[src/rtl/imem_pkg.sv]
// Shared types and width defaults for the instruction-memory arbiter.
// Optional feature macro: IMEM_RUN_WRITE_EN (loader writes allowed in RUN).
package imem_pkg;

  localparam int IMEM_ADDR_W = 16;
  localparam int IMEM_DATA_W = 32;

  typedef enum logic {
    LOAD = 1'b0,
    RUN  = 1'b1
  } phase_e;

  typedef struct packed {
    logic [IMEM_ADDR_W-1:0] addr;
    logic [IMEM_DATA_W-1:0] wdata;
  } wr_req_t;

endpackage

[src/rtl/imem_arbiter_if.sv]
// Fetch, loader and BRAM signals of the instruction-memory arbiter.
// slave: arbiter view; master: requesters/BRAM view.
interface imem_arbiter_if
  import imem_pkg::*;
#(
  parameter int ADDR_W = IMEM_ADDR_W,
  parameter int DATA_W = IMEM_DATA_W
);
  logic              fetch_req;
  logic [ADDR_W-1:0] fetch_addr;
  logic              fetch_grant;
  logic [DATA_W-1:0] fetch_data;
  logic              fetch_valid;
  logic              ld_req;
  logic [ADDR_W-1:0] ld_addr;
  logic [DATA_W-1:0] ld_wdata;
  logic              ld_ack;
  logic              ld_done;
  logic              running;
  logic              ld_drop;
  logic [ADDR_W-1:0] mem_addr;
  logic [DATA_W-1:0] mem_wdata;
  logic              mem_we;
  logic [DATA_W-1:0] mem_rdata;

  modport slave (
    input  fetch_req, fetch_addr, ld_req, ld_addr, ld_wdata, ld_done, mem_rdata,
    output fetch_grant, fetch_data, fetch_valid, ld_ack, running, ld_drop,
           mem_addr, mem_wdata, mem_we
  );

  modport master (
    output fetch_req, fetch_addr, ld_req, ld_addr, ld_wdata, ld_done, mem_rdata,
    input  fetch_grant, fetch_data, fetch_valid, ld_ack, running, ld_drop,
           mem_addr, mem_wdata, mem_we
  );
endinterface

[src/rtl/imem_lat_pipe.sv]
// Valid shift register tracking BRAM read latency. Bit 0 mirrors the
// registered grant; bit STAGES is the data-valid strobe.
module imem_lat_pipe #(
  parameter int STAGES = 1
) (
  input  logic clk,
  input  logic rstn,
  input  logic in_vld,
  output logic out_vld
);
  logic [STAGES:0] vld_pipe;

  // shift grants toward the output, one stage per cycle
  always_ff @(posedge clk or negedge rstn) begin
    if (!rstn) vld_pipe <= '0;
    else       vld_pipe <= {vld_pipe[STAGES-1:0], in_vld};
  end

  assign out_vld = vld_pipe[STAGES];
endmodule

[src/rtl/imem_arbiter.sv]
// Single-port instruction BRAM arbiter: loader owns the port in LOAD,
// fetch owns it in RUN. With IMEM_RUN_WRITE_EN defined, loader writes are
// also arbitrated in RUN with a starvation bound; otherwise they are
// acked, discarded and flagged on ld_drop.
module imem_arbiter
  import imem_pkg::*;
#(
  parameter int ADDR_W     = IMEM_ADDR_W,
  parameter int DATA_W     = IMEM_DATA_W,
  parameter int MEM_LAT    = 1,
  parameter int STARVE_MAX = 8
) (
  input  logic          clk,
  input  logic          rstn,
  imem_arbiter_if.slave bus
);
  if (MEM_LAT < 1 || MEM_LAT > 3) begin : g_bad_lat
    $error("MEM_LAT must be 1..3");
  end
  if (STARVE_MAX < 1) begin : g_bad_starve
    $error("STARVE_MAX must be >= 1");
  end

  phase_e            state, state_nx;
  logic              done_pend, done_pend_nx;
  logic              grant_q, grant_nx;
  logic              we_q, we_nx;
  logic              ack_q, ack_nx;
  logic [ADDR_W-1:0] addr_q, addr_nx;
  logic [DATA_W-1:0] wdata_q, wdata_nx;
  logic              ld_free;
  logic              fetch_valid;

  // a held request is not re-accepted in its own ack cycle
  assign ld_free = bus.ld_req && !ack_q;

`ifdef IMEM_RUN_WRITE_EN
  localparam int SW = $clog2(STARVE_MAX + 1);
  logic [SW-1:0] starve_q, starve_nx;
  logic          ld_win;

  assign ld_win = ld_free && (!bus.fetch_req || starve_q == SW'(STARVE_MAX));
`else
  logic drop_q, drop_nx;
`endif

  // phase transitions, arbitration and next-cycle BRAM port values
  always_comb begin
    state_nx     = state;
    done_pend_nx = done_pend;
    grant_nx     = 1'b0;
    we_nx        = 1'b0;
    ack_nx       = 1'b0;
    addr_nx      = addr_q;
    wdata_nx     = wdata_q;
`ifdef IMEM_RUN_WRITE_EN
    starve_nx    = starve_q;
`else
    drop_nx      = drop_q;
`endif
    case (state)
      LOAD: begin
        if (ld_free) begin
          we_nx    = 1'b1;
          ack_nx   = 1'b1;
          addr_nx  = bus.ld_addr;
          wdata_nx = bus.ld_wdata;
        end
        // hand over only once the last accepted write is on the bus
        if ((bus.ld_done || done_pend) && !ld_free) begin
          state_nx     = RUN;
          done_pend_nx = 1'b0;
        end else if (bus.ld_done) begin
          done_pend_nx = 1'b1;
        end
      end
      RUN: begin
`ifdef IMEM_RUN_WRITE_EN
        if (ld_win) begin
          we_nx    = 1'b1;
          ack_nx   = 1'b1;
          addr_nx  = bus.ld_addr;
          wdata_nx = bus.ld_wdata;
        end else if (bus.fetch_req) begin
          grant_nx = 1'b1;
          addr_nx  = bus.fetch_addr;
        end
        if (ld_win || !bus.ld_req)
          starve_nx = '0;
        else if (bus.fetch_req && starve_q != SW'(STARVE_MAX))
          starve_nx = starve_q + 1'b1;
`else
        if (bus.fetch_req) begin
          grant_nx = 1'b1;
          addr_nx  = bus.fetch_addr;
        end
        if (ld_free) begin
          ack_nx  = 1'b1;
          drop_nx = 1'b1;
        end
`endif
      end
      default: state_nx = LOAD;
    endcase
  end

  // state and registered outputs
  always_ff @(posedge clk or negedge rstn) begin
    if (!rstn) begin
      state     <= LOAD;
      done_pend <= 1'b0;
      grant_q   <= 1'b0;
      we_q      <= 1'b0;
      ack_q     <= 1'b0;
      addr_q    <= '0;
      wdata_q   <= '0;
    end else begin
      state     <= state_nx;
      done_pend <= done_pend_nx;
      grant_q   <= grant_nx;
      we_q      <= we_nx;
      ack_q     <= ack_nx;
      addr_q    <= addr_nx;
      wdata_q   <= wdata_nx;
    end
  end

`ifdef IMEM_RUN_WRITE_EN
  // consecutive fetch grants while a loader write waits
  always_ff @(posedge clk or negedge rstn) begin
    if (!rstn) starve_q <= '0;
    else       starve_q <= starve_nx;
  end
  assign bus.ld_drop = 1'b0;
`else
  // sticky flag for loader writes discarded in RUN
  always_ff @(posedge clk or negedge rstn) begin
    if (!rstn) drop_q <= 1'b0;
    else       drop_q <= drop_nx;
  end
  assign bus.ld_drop = drop_q;
`endif

  imem_lat_pipe #(.STAGES(MEM_LAT)) u_lat_pipe (
    .clk     (clk),
    .rstn    (rstn),
    .in_vld  (grant_nx),
    .out_vld (fetch_valid)
  );

  assign bus.fetch_grant = grant_q;
  assign bus.fetch_valid = fetch_valid;
  assign bus.fetch_data  = bus.mem_rdata;
  assign bus.ld_ack      = ack_q;
  assign bus.running     = (state == RUN);
  assign bus.mem_addr    = addr_q;
  assign bus.mem_wdata   = wdata_q;
  assign bus.mem_we      = we_q;
endmodule

[src/flat_wrapper.sv]
// flat-port wrapper written by rule: the top's interface ports become plain ports
module imem_arbiter_flat import imem_pkg::*;
#(
  parameter int ADDR_W     = IMEM_ADDR_W,
  parameter int DATA_W     = IMEM_DATA_W,
  parameter int MEM_LAT    = 1,
  parameter int STARVE_MAX = 8
)
  (clk, rstn, bus_fetch_req, bus_fetch_addr, bus_ld_req, bus_ld_addr, bus_ld_wdata, bus_ld_done, bus_mem_rdata, bus_fetch_grant, bus_fetch_data, bus_fetch_valid, bus_ld_ack, bus_running, bus_ld_drop, bus_mem_addr, bus_mem_wdata, bus_mem_we);
  imem_arbiter_if #(.ADDR_W(ADDR_W), .DATA_W(DATA_W)) bus_i ();
  input  logic clk;
  input  logic rstn;
  input wire logic [$bits(bus_i.fetch_req)-1:0] bus_fetch_req;
  input wire logic [$bits(bus_i.fetch_addr)-1:0] bus_fetch_addr;
  input wire logic [$bits(bus_i.ld_req)-1:0] bus_ld_req;
  input wire logic [$bits(bus_i.ld_addr)-1:0] bus_ld_addr;
  input wire logic [$bits(bus_i.ld_wdata)-1:0] bus_ld_wdata;
  input wire logic [$bits(bus_i.ld_done)-1:0] bus_ld_done;
  input wire logic [$bits(bus_i.mem_rdata)-1:0] bus_mem_rdata;
  output wire logic [$bits(bus_i.fetch_grant)-1:0] bus_fetch_grant;
  output wire logic [$bits(bus_i.fetch_data)-1:0] bus_fetch_data;
  output wire logic [$bits(bus_i.fetch_valid)-1:0] bus_fetch_valid;
  output wire logic [$bits(bus_i.ld_ack)-1:0] bus_ld_ack;
  output wire logic [$bits(bus_i.running)-1:0] bus_running;
  output wire logic [$bits(bus_i.ld_drop)-1:0] bus_ld_drop;
  output wire logic [$bits(bus_i.mem_addr)-1:0] bus_mem_addr;
  output wire logic [$bits(bus_i.mem_wdata)-1:0] bus_mem_wdata;
  output wire logic [$bits(bus_i.mem_we)-1:0] bus_mem_we;
  assign bus_i.fetch_req = bus_fetch_req;
  assign bus_i.fetch_addr = bus_fetch_addr;
  assign bus_i.ld_req = bus_ld_req;
  assign bus_i.ld_addr = bus_ld_addr;
  assign bus_i.ld_wdata = bus_ld_wdata;
  assign bus_i.ld_done = bus_ld_done;
  assign bus_i.mem_rdata = bus_mem_rdata;
  assign bus_fetch_grant = bus_i.fetch_grant;
  assign bus_fetch_data = bus_i.fetch_data;
  assign bus_fetch_valid = bus_i.fetch_valid;
  assign bus_ld_ack = bus_i.ld_ack;
  assign bus_running = bus_i.running;
  assign bus_ld_drop = bus_i.ld_drop;
  assign bus_mem_addr = bus_i.mem_addr;
  assign bus_mem_wdata = bus_i.mem_wdata;
  assign bus_mem_we = bus_i.mem_we;
  imem_arbiter #(.ADDR_W(ADDR_W), .DATA_W(DATA_W), .MEM_LAT(MEM_LAT), .STARVE_MAX(STARVE_MAX)) u_core (.clk(clk), .rstn(rstn), .bus(bus_i));
endmodule
[config.mk]
export PLATFORM = sky130hd
export DESIGN_NAME = imem_arbiter_flat
export DESIGN_NICKNAME = d
export VERILOG_FILES = /design/src/rtl/imem_pkg.sv /design/src/rtl/imem_arbiter_if.sv /design/src/rtl/imem_lat_pipe.sv /design/src/rtl/imem_arbiter.sv /design/src/flat_wrapper.sv
export SDC_FILE = /design/constraint.sdc
export NUM_CORES = 1
export LEC_CHECK = 0
export CAP_MARGIN = 20
export CORE_ASPECT_RATIO = 1.25
export CORE_MARGIN = 2
export CORE_UTILIZATION = 36
export CTS_CLUSTER_SIZE = 24
export DETAILED_ROUTE_END_ITERATION = 12
export PLACE_DENSITY_LB_ADDON = 0.12
export SLEW_MARGIN = 10
export SYNTH_ARGS = -nofsm -noshare
export SYNTH_HDL_FRONTEND = slang
export SYNTH_SLANG_ARGS = --single-unit
[constraint.sdc]
create_clock -name clk -period 2.3 [get_ports clk]
set_clock_uncertainty 0.2 [all_clocks]
set_input_delay 0.46 -clock clk [delete_from_list [all_inputs] [get_ports clk]]
set_output_delay 0.46 -clock clk [all_outputs]
set_load 0.02 [all_outputs]
# Word-level counts from Yosys, hierarchy flattened
# Index checks and enable logic that the tools add are counted.
[totals] register_bits=56 input_bits=101
[classes] n_eq_ne=2 n_mux=11 n_bitwise=1 reduce_logical=10
[ops] operator="$mux 16" count=2
[ops] operator="$pmux 16 s2" count=1
[ops] operator="$mux 1" count=8
[ops] operator="$reduce_and 2->1" count=4
[ops] operator="$logic_and 1x1->1" count=2
[ops] operator="$logic_not 1->1" count=2
[ops] operator="$ne 2x1->1 const B" count=1
[ops] operator="$ne 2x2->1 const B" count=1
[ops] operator="$reduce_bool 2->1" count=1
[ops] operator="$logic_or 1x1->1" count=1
[ops] operator="$not 1->1" count=1

# Logic depth before layout (Yosys ltp)
# Gate-level depths: netlist (run 1).
[logic_depth] depth_word=6 depth_mapped=6

# Cells and area by module
# From an unflattened synthesis (run 1), not the netlist that was laid out.
[hier_totals] cells_unflattened=209 area_unflattened_um2=2796.4
[modules_own_cells] module="imem_arbiter" instances=1 cells_per_inst=207 area_per_inst_um2=2746.4
[modules_own_cells] module="imem_lat_pipe" instances=1 cells_per_inst=2 area_per_inst_um2=50.0

# Worst setup path before layout (run 1)
# Ideal clock, no wire load.
[synth_path] kind="register to register" from="register u_core.ack_q, in the netlist u_core.bus.ld_ack" to="register u_core.wdata_q[0], in the netlist u_core.bus.mem_wdata[0]" arrival_ps=1605 setup_slack_ps=370 stages_incl_launch_ff=7 path_buffers=3 synth_period_minus_slack_ps=1930 path_cell_list="dfrtp_1 -> buf_6 -> or3b_1 -> buf_6 -> inv_8 -> buf_12 -> mux2_4"
[synth_via] elab_chain_len=3
[synth_lines] element="start: declaration" line_no="imem_arbiter.sv:28" source="logic ack_q, ack_nx;"
[synth_lines] element="start signal: assignment" line_no="imem_arbiter.sv:122" source="ack_q <= ack_nx;"
[synth_lines] element="$logic_not 1->1" line_no="imem_arbiter.sv:35" source="assign ld_free = bus.ld_req && !ack_q;"
[synth_lines] element="$logic_and 1x1->1" line_no="imem_arbiter.sv:35"
[synth_lines] element="$reduce_and 2->1 (no line)"
[synth_lines] element="end signal: assignment" line_no="imem_arbiter.sv:124" source="wdata_q <= wdata_nx;"
[synth_lines] element="end: declaration" line_no="imem_arbiter.sv:30" source="logic [DATA_W-1:0] wdata_q, wdata_nx;"
# No other way between the ends.
# A chain may end at the register's enable or synchronous reset.

# Final worst setup path (run 1)
[layout_path] from="register u_core.state, in the netlist u_core.bus.running" to="output port bus_running"
[layout_rtl] element="start: declaration" line_no="imem_arbiter.sv:24" source="phase_e state, state_nx;"
[layout_rtl] element="start signal: assignment" line_no="imem_arbiter.sv:118" source="state <= state_nx;"
[layout_rtl] element="end: declaration" line_no="flat_wrapper.sv:24" source="output wire logic [$bits(bus_i.running)-1:0] bus_running;"
# No word-level cell between the ends.

==> flow_summary.ini, run 1 <==
[worst_setup_path]
reg2reg_setup_slack_ns = 0.43
reg2reg_depth = 4
crit_type = flip-flop to output port
r2r_start = u_core.bus.ld_ack
r2r_end = u_core.bus.mem_wdata[1]
cp.required_ns = 1.64
cp_slowest_cell = clkdlybuf4s50_1
worstPathCellList = buf_4 -> clkdlybuf4s50_1
critPathMaxStageDelay_ns = 0.61
worst-path-buf-inv = 2
crit_path_end_kind = output port
crit_family = buffers and inverters
arrival_ns = 1.51
cp_max_fo = 11
crit_path_start_kind = flip-flop

[finish]
fin_area_um2 = 4000
final_common_cell = clkdlybuf4s50_1
n_antenna_cell = 0
fin_util = 0.541
layout.cells.non_filler = 398
mostFrequentLayoutCells = 121 x clkdlybuf4s50_1, 55 x dfrtp_1, 29 x mux2_4
syn2layout_area_growth_pct = 44.5
drive_above_1_share = 0.219
nNetsFinal = 406

[sta]
whs_ns = 0.182
tns_ns = 0
hold_viol = 0
fin_crit_sh = 0.944
slew-limit-headroom = 0.769
fmax_mhz = 460
setup_violations = 0
rsz0062_at_grt = false
report.final.slew_viol_count = 0
setup_slack_ns = 0.128
worst_pin_slew_ns = 0.342
period_needed_ns = 2.17

[cts]
cts_setup_buffers = 0
cts_hold_buf = 1
clockBufferDepth = 2
cts_root_buf = clkbuf_8
cts_tree = done
cts_buffers = 5
numClockSinks = 55
clk_pin_slew_ns = 0.10
cts.htree.levels = 2
cts_resized = 0
clock_latency_ns = 0.30

[power_and_ir_drop]
ir_drop_mv = 0.296
p_per_area_nw_per_um2 = 613
p_total_mw = 2.46
p_leak_nw = 1.66

[placed_design]
dp_hpwl_um = 4480
post-place-ws_ns = -0.0208
place_area_um2 = 3900
io_buffers = 122
place_inst = 389
gp_congestion = 0.689

[die]
io_pins = 187
core_area_um2 = 7400
initial_core_util = 0.374
fp.dieW_um = 82.5
die-area_um2 = 8420
die_y_um = 102
row_count = 35

[synthesis]
yosysWarnings = 0
synth_fp_nets = 309
synth.distinct_cells = 22
synth_seq_cells = 55
synth_cells = 208
syn-cell-area_um2 = 2770
avgSynthCellArea_um2 = 13.3
ys_seq_area_frac = 0.497

[global_routing]
grt_pass1_wl_um = 9720
grt_usage = 0.151
antenna_found_initial = 0
grt_pass1_vias = 1917
grt-ovfl-total = 0
grt_max_degree = 56

[detailed_routing]
routed_wl_um = 6290
drtIter0Drc = 76
dr_total_vias = 1943
dr.pass1.iters = 4
ant_nets = 0
drc_errors = 0
vias_per_cell = 4.88
routedWlPerCell_um = 15.8

[job]
maxCapViolations = 0

[worst_hold_path]
hold_path_end = u_core.u_lat_pipe.vld_pipe[1]
worstHoldPathType = flip-flop to flip-flop
min_from = u_core.u_lat_pipe.vld_pipe[0]
hold_depth = 0

[run_status]
outcome = completed
[state kept, by name (all words and copies together) (netlist names)]
signal                      cells
u_core.bus.mem_wdata           32
u_core.bus.mem_addr            16
u_core.u_lat_pipe.vld_pipe      2
u_core.bus.ld_ack               1
u_core.bus.ld_drop              1
u_core.bus.mem_we               1
u_core.bus.running              1
u_core.done_pend                1
[per-layer routing]
metal  track usage  part of all wire
met5             0                 0
met1         0.212              0.44
met2         0.228              0.45
met4        0.0423            0.0081
met3        0.0424             0.096
[worst max path at each step]
stage | start | endpoint | slack [ns] | depth (start not counted)
final | u_core.bus.running | bus_running | 0.13 | 2
after detailed placement | bus_ld_req | u_core.bus.mem_wdata[1] | -0.02 | 5
after floorplan | u_core.bus.ld_ack | u_core.bus.mem_wdata[0] | 0.37 | 6
after CTS | u_core.bus.running | bus_running | 0.10 | 2
after global placement | bus_ld_req | u_core.bus.mem_wdata[12] | -0.01 | 5
after global routing | u_core.bus.running | bus_running | 0.05 | 2
[area by class of cell]
type | instances | area (µm²)
fillers | 668 | 3400
repair buffers | 138 | 1400
flip-flops and latches | 55 | 1380
multi-input cells | 88 | 947
well taps | 92 | 115
inverters | 17 | 71.3
clock buffers | 5 | 68.8
clock inverters | 3 | 23.8
[cell usage after synthesis, drive strengths merged]
cell type  number  share of area
a21o            1         0.0027
a21oi          16          0.029
a221oi         16          0.073
and2            1         0.0023
buf            42           0.13
clkbuf          6         0.0081
dfrtp          55           0.50
inv            17          0.026
mux2           32           0.17
nor2            1         0.0014
nor2b           2         0.0045
nor4b          16          0.051
o21bai          1         0.0027
o22a            1         0.0032
or3b            1         0.0032
[kinds of logic (layout without fill, tap and decap cells)]
group | Yosys count | after routing | share of synthesized area
compound gates | 35 | 35 | 0.111
mux | 32 | 32 | 0.169
buf+inv | 65 | 163 | 0.161
flops | 55 | 55 | 0.497
simple gates | 21 | 21 | 0.0619
[power by group]
part | total [mW] | internal [mW] | switching [mW]
registers | 1.16 | 1.09 | 0.0728
clock network | 0.543 | 0.218 | 0.324
logic | 0.750 | 0.450 | 0.300
(Power assumes the default switching activity.)
==> run 2: changes to the inputs <==
--- a/config.mk
+++ b/config.mk
@@ -11,8 +11,10 @@
 export CORE_UTILIZATION = 36
 export CTS_CLUSTER_SIZE = 24
 export DETAILED_ROUTE_END_ITERATION = 12
+export HOLD_SLACK_MARGIN = 0.15
 export PLACE_DENSITY_LB_ADDON = 0.12
 export SLEW_MARGIN = 10
 export SYNTH_ARGS = -nofsm -noshare
 export SYNTH_HDL_FRONTEND = slang
+export SYNTH_HIERARCHICAL = 1
 export SYNTH_SLANG_ARGS = --single-unit
==> run 2 against run 1 <==
  * First-iteration DRC count decreased by 45%
  * Combinational power rose by 0.7%
  * Hold slack worse by 0.023 ns
  * Critical path depth did not move
  * Final cell count grew 0.25%
  * Fmax down 2.4%
  * Sequential cell count is 1 higher
  * Final area rose by 0.44%
  * Worst setup slack got worse by 0.052 ns
  * Global-route usage fell by 0.16 points
==> flow_summary.ini, run 2 <==
[cts]
cts.htree.levels = 2
clockBufferDepth = 2
cts_buffers = 5
clock_latency_ns = 0.31
cts_root_buf = clkbuf_8
cts_tree = done
numClockSinks = 56
cts_resized = 0
clk_pin_slew_ns = 0.10

[sta]
setup_slack_ns = 0.0756
tns_ns = 0
period_needed_ns = 2.22
fmax_mhz = 450
worst_pin_slew_ns = 0.928
setup_violations = 0
hold_viol = 0
fin_crit_sh = 0.967
report.final.slew_viol_count = 0
rsz0062_at_grt = false
slew-limit-headroom = 0.381

[power_and_ir_drop]
switching_share = 0.279
p_total_mw = 2.50
p_per_area_nw_per_um2 = 622
clockPowerShare = 0.227
internal_power_mw = 1.80
switching_power_mw = 0.697
p_leak_nw = 1.67
p_comb_frac = 0.302
ir_drop_mv = 0.305
power_frac_seq = 0.471

[worst_hold_path]
worstHoldPathType = flip-flop to flip-flop
hold_path_end = u_core/u_lat_pipe/vld_pipe[1]
min_from = u_core/u_lat_pipe/vld_pipe[0]
hold_depth = 0

[finish]
n_antenna_cell = 0
final_common_cell = clkdlybuf4s50_1
mostFrequentLayoutCells = 121 x clkdlybuf4s50_1, 56 x dfrtp_1, 29 x mux2_4
regArea_um2 = 1400
largest_reg_flops = 32
syn2layout_area_growth_pct = 43.8
nNetsFinal = 407
multi_input_comb_area_um2 = 947
drive_above_1_share = 0.218
fillers = 671

[global_routing]
antenna_found_initial = 0
grt-ovfl-total = 0
grt_max_degree = 36
grt_usage = 0.150
grt_pass1_vias = 1980
grt_pass1_wl_um = 10200

[worst_setup_path]
reg2reg_setup_slack_ns = 0.45
worstPathCellList = buf_4 -> clkdlybuf4s50_1
crit_path_start_kind = flip-flop
crit_type = flip-flop to output port
arrival_ns = 1.56
cp.required_ns = 1.64
cp_slowest_cell = clkdlybuf4s50_1
cp_max_fo = 13
reg2reg_depth = 4
r2r_start = u_core/bus.ld_ack
critPathMaxStageDelay_ns = 0.62
r2r_end = u_core/bus.mem_wdata[30]
crit_path_end_kind = output port
crit_family = buffers and inverters
worst-path-buf-inv = 2

[synthesis]
ys_top_cells_by_area = dfrtp_1 50%, mux2_4 16%, buf_4 8.9%
synth_compound_area_frac = 0.110
synth_simple_gate_area_frac = 0.0613
synth_cells = 209
synth_edf_count = 0
synth_xor_area_frac = 0
synth_fa_ha_area_frac = 0
synth.distinct_cells = 22
synth_ff_type = dfrtp_1
syn-cell-area_um2 = 2800
async_flop_share = 1.00
synth_seq_cells = 56
yosysWarnings = 6
avgSynthCellArea_um2 = 13.4
synth.most_common_cell = dfrtp_1
ys_seq_area_frac = 0.501
yosysTopAreaCellShare = 0.501
synth_top_family_by_area = multiplexers
synth_fp_nets = 310
synthMuxAreaShare = 0.168
yosys.area.top_type = dfrtp_1
synth_commonest_cells = 56 x dfrtp_1, 33 x buf_4, 29 x mux2_4

[detailed_routing]
vias_per_cell = 4.88
routed_wl_um = 6450
dr.pass1.iters = 4
ant_nets = 0
dr_total_vias = 1949
drc_errors = 0
drtIter0Drc = 42
routedWlPerCell_um = 16.2

[die]
fp.dieW_um = 82.8
die-area_um2 = 8490
io_pins = 187
core_area_um2 = 7440
die_y_um = 103
initial_core_util = 0.376
row_count = 35

[placed_design]
gp_congestion = 0.687
io_buffers = 122
dp_hpwl_um = 4700
post-place-ws_ns = -0.0572

[job]
maxCapViolations = 0

[run_status]
outcome = completed
==> run 2: power by group through the flow <==
stage	registers (mW)	clock network, mW	logic, mW
6_report	1.18	0.567	0.755
5_1_grt	1.20	0.628	0.794
4_1_cts	1.18	0.596	0.764
3_5_place_dp	1.20	0	0.761
3_3_place_gp	1.20	0	0.754
2_1_floorplan	1.34	0	0.274
==> run 2: worst max path at each step <==
stage | start | to | slack [ns] | depth (start not counted)
after global routing | u_core/bus.running | bus_running | 0.01 | 2
after detailed placement | bus_ld_req | u_core/bus.mem_addr[12] | -0.06 | 4
final | u_core/bus.running | bus_running | 0.08 | 2
after global placement | bus_ld_req | u_core/bus.mem_wdata[30] | -0.03 | 5
after CTS | u_core/bus.running | bus_running | 0.06 | 2
after floorplan | u_core/bus.ld_ack | u_core/bus.mem_wdata[0] | 0.37 | 6
==> run 2: kinds of logic after synthesis <==
kind of cell	count (synthesis)
AO/OA/AOI/OAI	35
buffers and inverters	65
flip-flops	56
multiplexers	32
AND/OR/NAND/NOR	21
==> run 2: cell type report <==
type                    instances  area share
clock inverters                 2     0.00373
multi-input cells              88       0.236
clock buffers                   6      0.0205
inverters                      17      0.0177
repair buffers                138       0.345
flip-flops and latches         56       0.348
well taps                      92      0.0286
==> run 2: metrics by stage <==
step | utilization | area [µm²] | hold slack (ns) | std cells
finish | 0.540 | 4020 | 0.159 | 399
detailed placement | 0.526 | 3910 | 0.139 | 390
CTS | 0.540 | 4020 | 0.163 | 399
global placement | 0.526 | 3910 | 0.132 | 390
floorplan | - | 2800 | -0.0356 | 209
global route | 0.540 | 4020 | 0.165 | 399
==> run 2: metal layers <==
layer / global-route usage / share of wire
met1: 0.198 / 0.46
met3: 0.0504 / 0.079
met2: 0.236 / 0.45
met5: 0 / 0
met4: 0.0441 / 0.011
==> run 2: what timing repair did <==
action	CTS	global route
buffers inserted	0	0
endpoints found under the setup margin	0	0
endpoints found under the hold margin	21	0
hold buffers	1	0
==> run 3: changes to the inputs <==
--- a/config.mk
+++ b/config.mk
@@ -6,9 +6,11 @@
 export NUM_CORES = 1
 export LEC_CHECK = 0
 export CAP_MARGIN = 20
+export CELL_PAD_IN_SITES_DETAIL_PLACEMENT = 0
+export CELL_PAD_IN_SITES_GLOBAL_PLACEMENT = 1
 export CORE_ASPECT_RATIO = 1.25
 export CORE_MARGIN = 2
-export CORE_UTILIZATION = 36
+export CORE_UTILIZATION = 26
 export CTS_CLUSTER_SIZE = 24
 export DETAILED_ROUTE_END_ITERATION = 12
 export HOLD_SLACK_MARGIN = 0.15
==> run 3 against run 2 <==
  * Critical path depth unchanged
  * Fmax up 2.9%
  * Sequential power about the same
  * Clock-buffer cell count down 1
  * Hold slack worse by 0.0085 ns
  * Largest power group unchanged
  * Sequential cell count unchanged
  * Core utilization down 15 points
  * Critical path type unchanged
  * Clock power up 55%
  * Final cell count up 9.3%
==> flow_summary.ini, run 3 (synthesis gave the netlist of run 2 again) <==
[sta]
hold_viol = 0
rsz0062_at_grt = false
fmax_mhz = 463
slew-limit-headroom = 0.729
fin_crit_sh = 0.939
worst_pin_slew_ns = 0.401
tns_ns = 0
setup_violations = 0
whs_ns = 0.151
period_needed_ns = 2.16
report.final.slew_viol_count = 0

[finish]
largest_reg_flops = 32
syn2layout_area_growth_pct = 47.9
fin_area_um2 = 4140
nNetsFinal = 404
drive_above_1_share = 0.211
final_common_cell = clkdlybuf4s50_1
fillers = 1053
fin_util = 0.392
mostFrequentLayoutCells = 121 x clkdlybuf4s50_1, 56 x dfrtp_1, 29 x mux2_4
n_antenna_cell = 0

[worst_setup_path]
cp.required_ns = 1.64
arrival_ns = 1.50
startpoint = u_core/bus.running
crit_path_start_kind = flip-flop
crit_path_end_kind = output port
crit_type = flip-flop to output port
cp_max_fo = 15
r2r_start = u_core/bus.ld_ack

[global_routing]
grt_pass1_wl_um = 11500
antenna_found_initial = 0
grt_max_degree = 57
grt-ovfl-total = 0
grt_usage = 0.121
grt_pass1_vias = 2149

[die]
fp.dieW_um = 96.8
core_area_um2 = 10600
row_count = 42
die-area_um2 = 11600
io_pins = 187
die_y_um = 120
initial_core_util = 0.265

[detailed_routing]
routed_wl_um = 6820
ant_nets = 0
routedWlPerCell_um = 15.6
drtIter0Drc = 58
drc_errors = 0
dr_total_vias = 1956
vias_per_cell = 4.49
dr.pass1.iters = 4

[cts]
cts_buffers = 5
cts_setup_buffers = 0
clock_latency_ns = 0.29
clk_pin_slew_ns = 0.08
cts_root_buf = clkbuf_16
numClockSinks = 56
cts_tree = done
clockBufferDepth = 2
cts.htree.levels = 2

[placed_design]
gp_congestion = 0.680
dp_hpwl_um = 4830
place_area_um2 = 3950
io_buffers = 122

[worst_hold_path]
min_from = u_core/u_lat_pipe/vld_pipe[0]
worstHoldPathType = flip-flop to flip-flop

[run_status]
outcome = completed

[job]
maxCapViolations = 0

[power_and_ir_drop]
ir_drop_mv = 0.278
p_per_area_nw_per_um2 = 682
p_leak_nw = 1.70
-- run 3: cell types whose count changed in the layout (fill, tap and decap cells not counted) --
| cell | before | now |
|---|---|---|
| clkbuf_8 | 6 | 0 |
| buf_12 | 4 | 5 |
| clkinv_4 | 0 | 2 |
| buf_4 | 11 | 7 |
| clkinvlp_4 | 2 | 0 |
| clkbuf_16 | 0 | 5 |
| bufinv_16 | 0 | 1 |
-- run 3: worst max-delay path, stage by stage, from the launching register on --
cell and delay (ns):
dfrtp_1 0.37, buf_4 0.21, clkdlybuf4s50_1 0.63
-- run 3: per-stage QoR --
stage                     total power [mW]  instances  setup slack, ns
after floorplan                       1.61        209            0.370
after global placement                1.96        427          -0.0317
after detailed placement              1.96        427          -0.0162
after CTS                             2.87        436            0.113
after global routing                  2.97        436           0.0611
final                                 2.82        436            0.139
-- run 3: worst paths after layout --
kind	slack, ns	endpoint	cells after the start
min in group asynchronous	0.51	u_core/bus.mem_wdata[8]	3
max in group asynchronous	1.13	u_core/bus.mem_addr[4]	3
worst max-delay path	0.14	bus_running	2
worst min register to register	0.15	u_core/u_lat_pipe/vld_pipe[1]	0
worst max register to register	0.40	u_core/bus.mem_wdata[1]	4
worst min-delay path	0.15	u_core/u_lat_pipe/vld_pipe[1]	0
-- run 3: layout make-up --
| class | instances | area, µm² | area share |
|---|---|---|---|
| inverter | 17 | 71.3 | 0.0172 |
| clock inverter | 3 | 47.5 | 0.0115 |
| clock buffer | 5 | 125 | 0.0302 |
| multi-input combinational | 88 | 947 | 0.229 |
| sequential | 56 | 1400 | 0.339 |
| timing repair buffer | 135 | 1380 | 0.333 |
| tap | 132 | 165 | 0.0399 |
-- run 3: routing by layer --
metal  wire (µm)  up-vias  track usage
met5           0        -            0
met1        3140      961        0.157
li1            -      892            -
met4          57        0       0.0335
met3         501        4       0.0448
met2        3120       99        0.191
-- run 3: where the power goes --
part	leakage [nW]	internal (mW)	switching [mW]
logic	0.951	0.453	0.304
clock network	0.0840	0.518	0.363
registers	0.665	1.11	0.0730
total	1.70	2.08	0.740
-- run 3: repair_timing --
action / 4_1_cts / 5_1_grt
resized for setup: 0 / 0
hold endpoints to repair: 56 / 0
hold buffers: 1 / 0
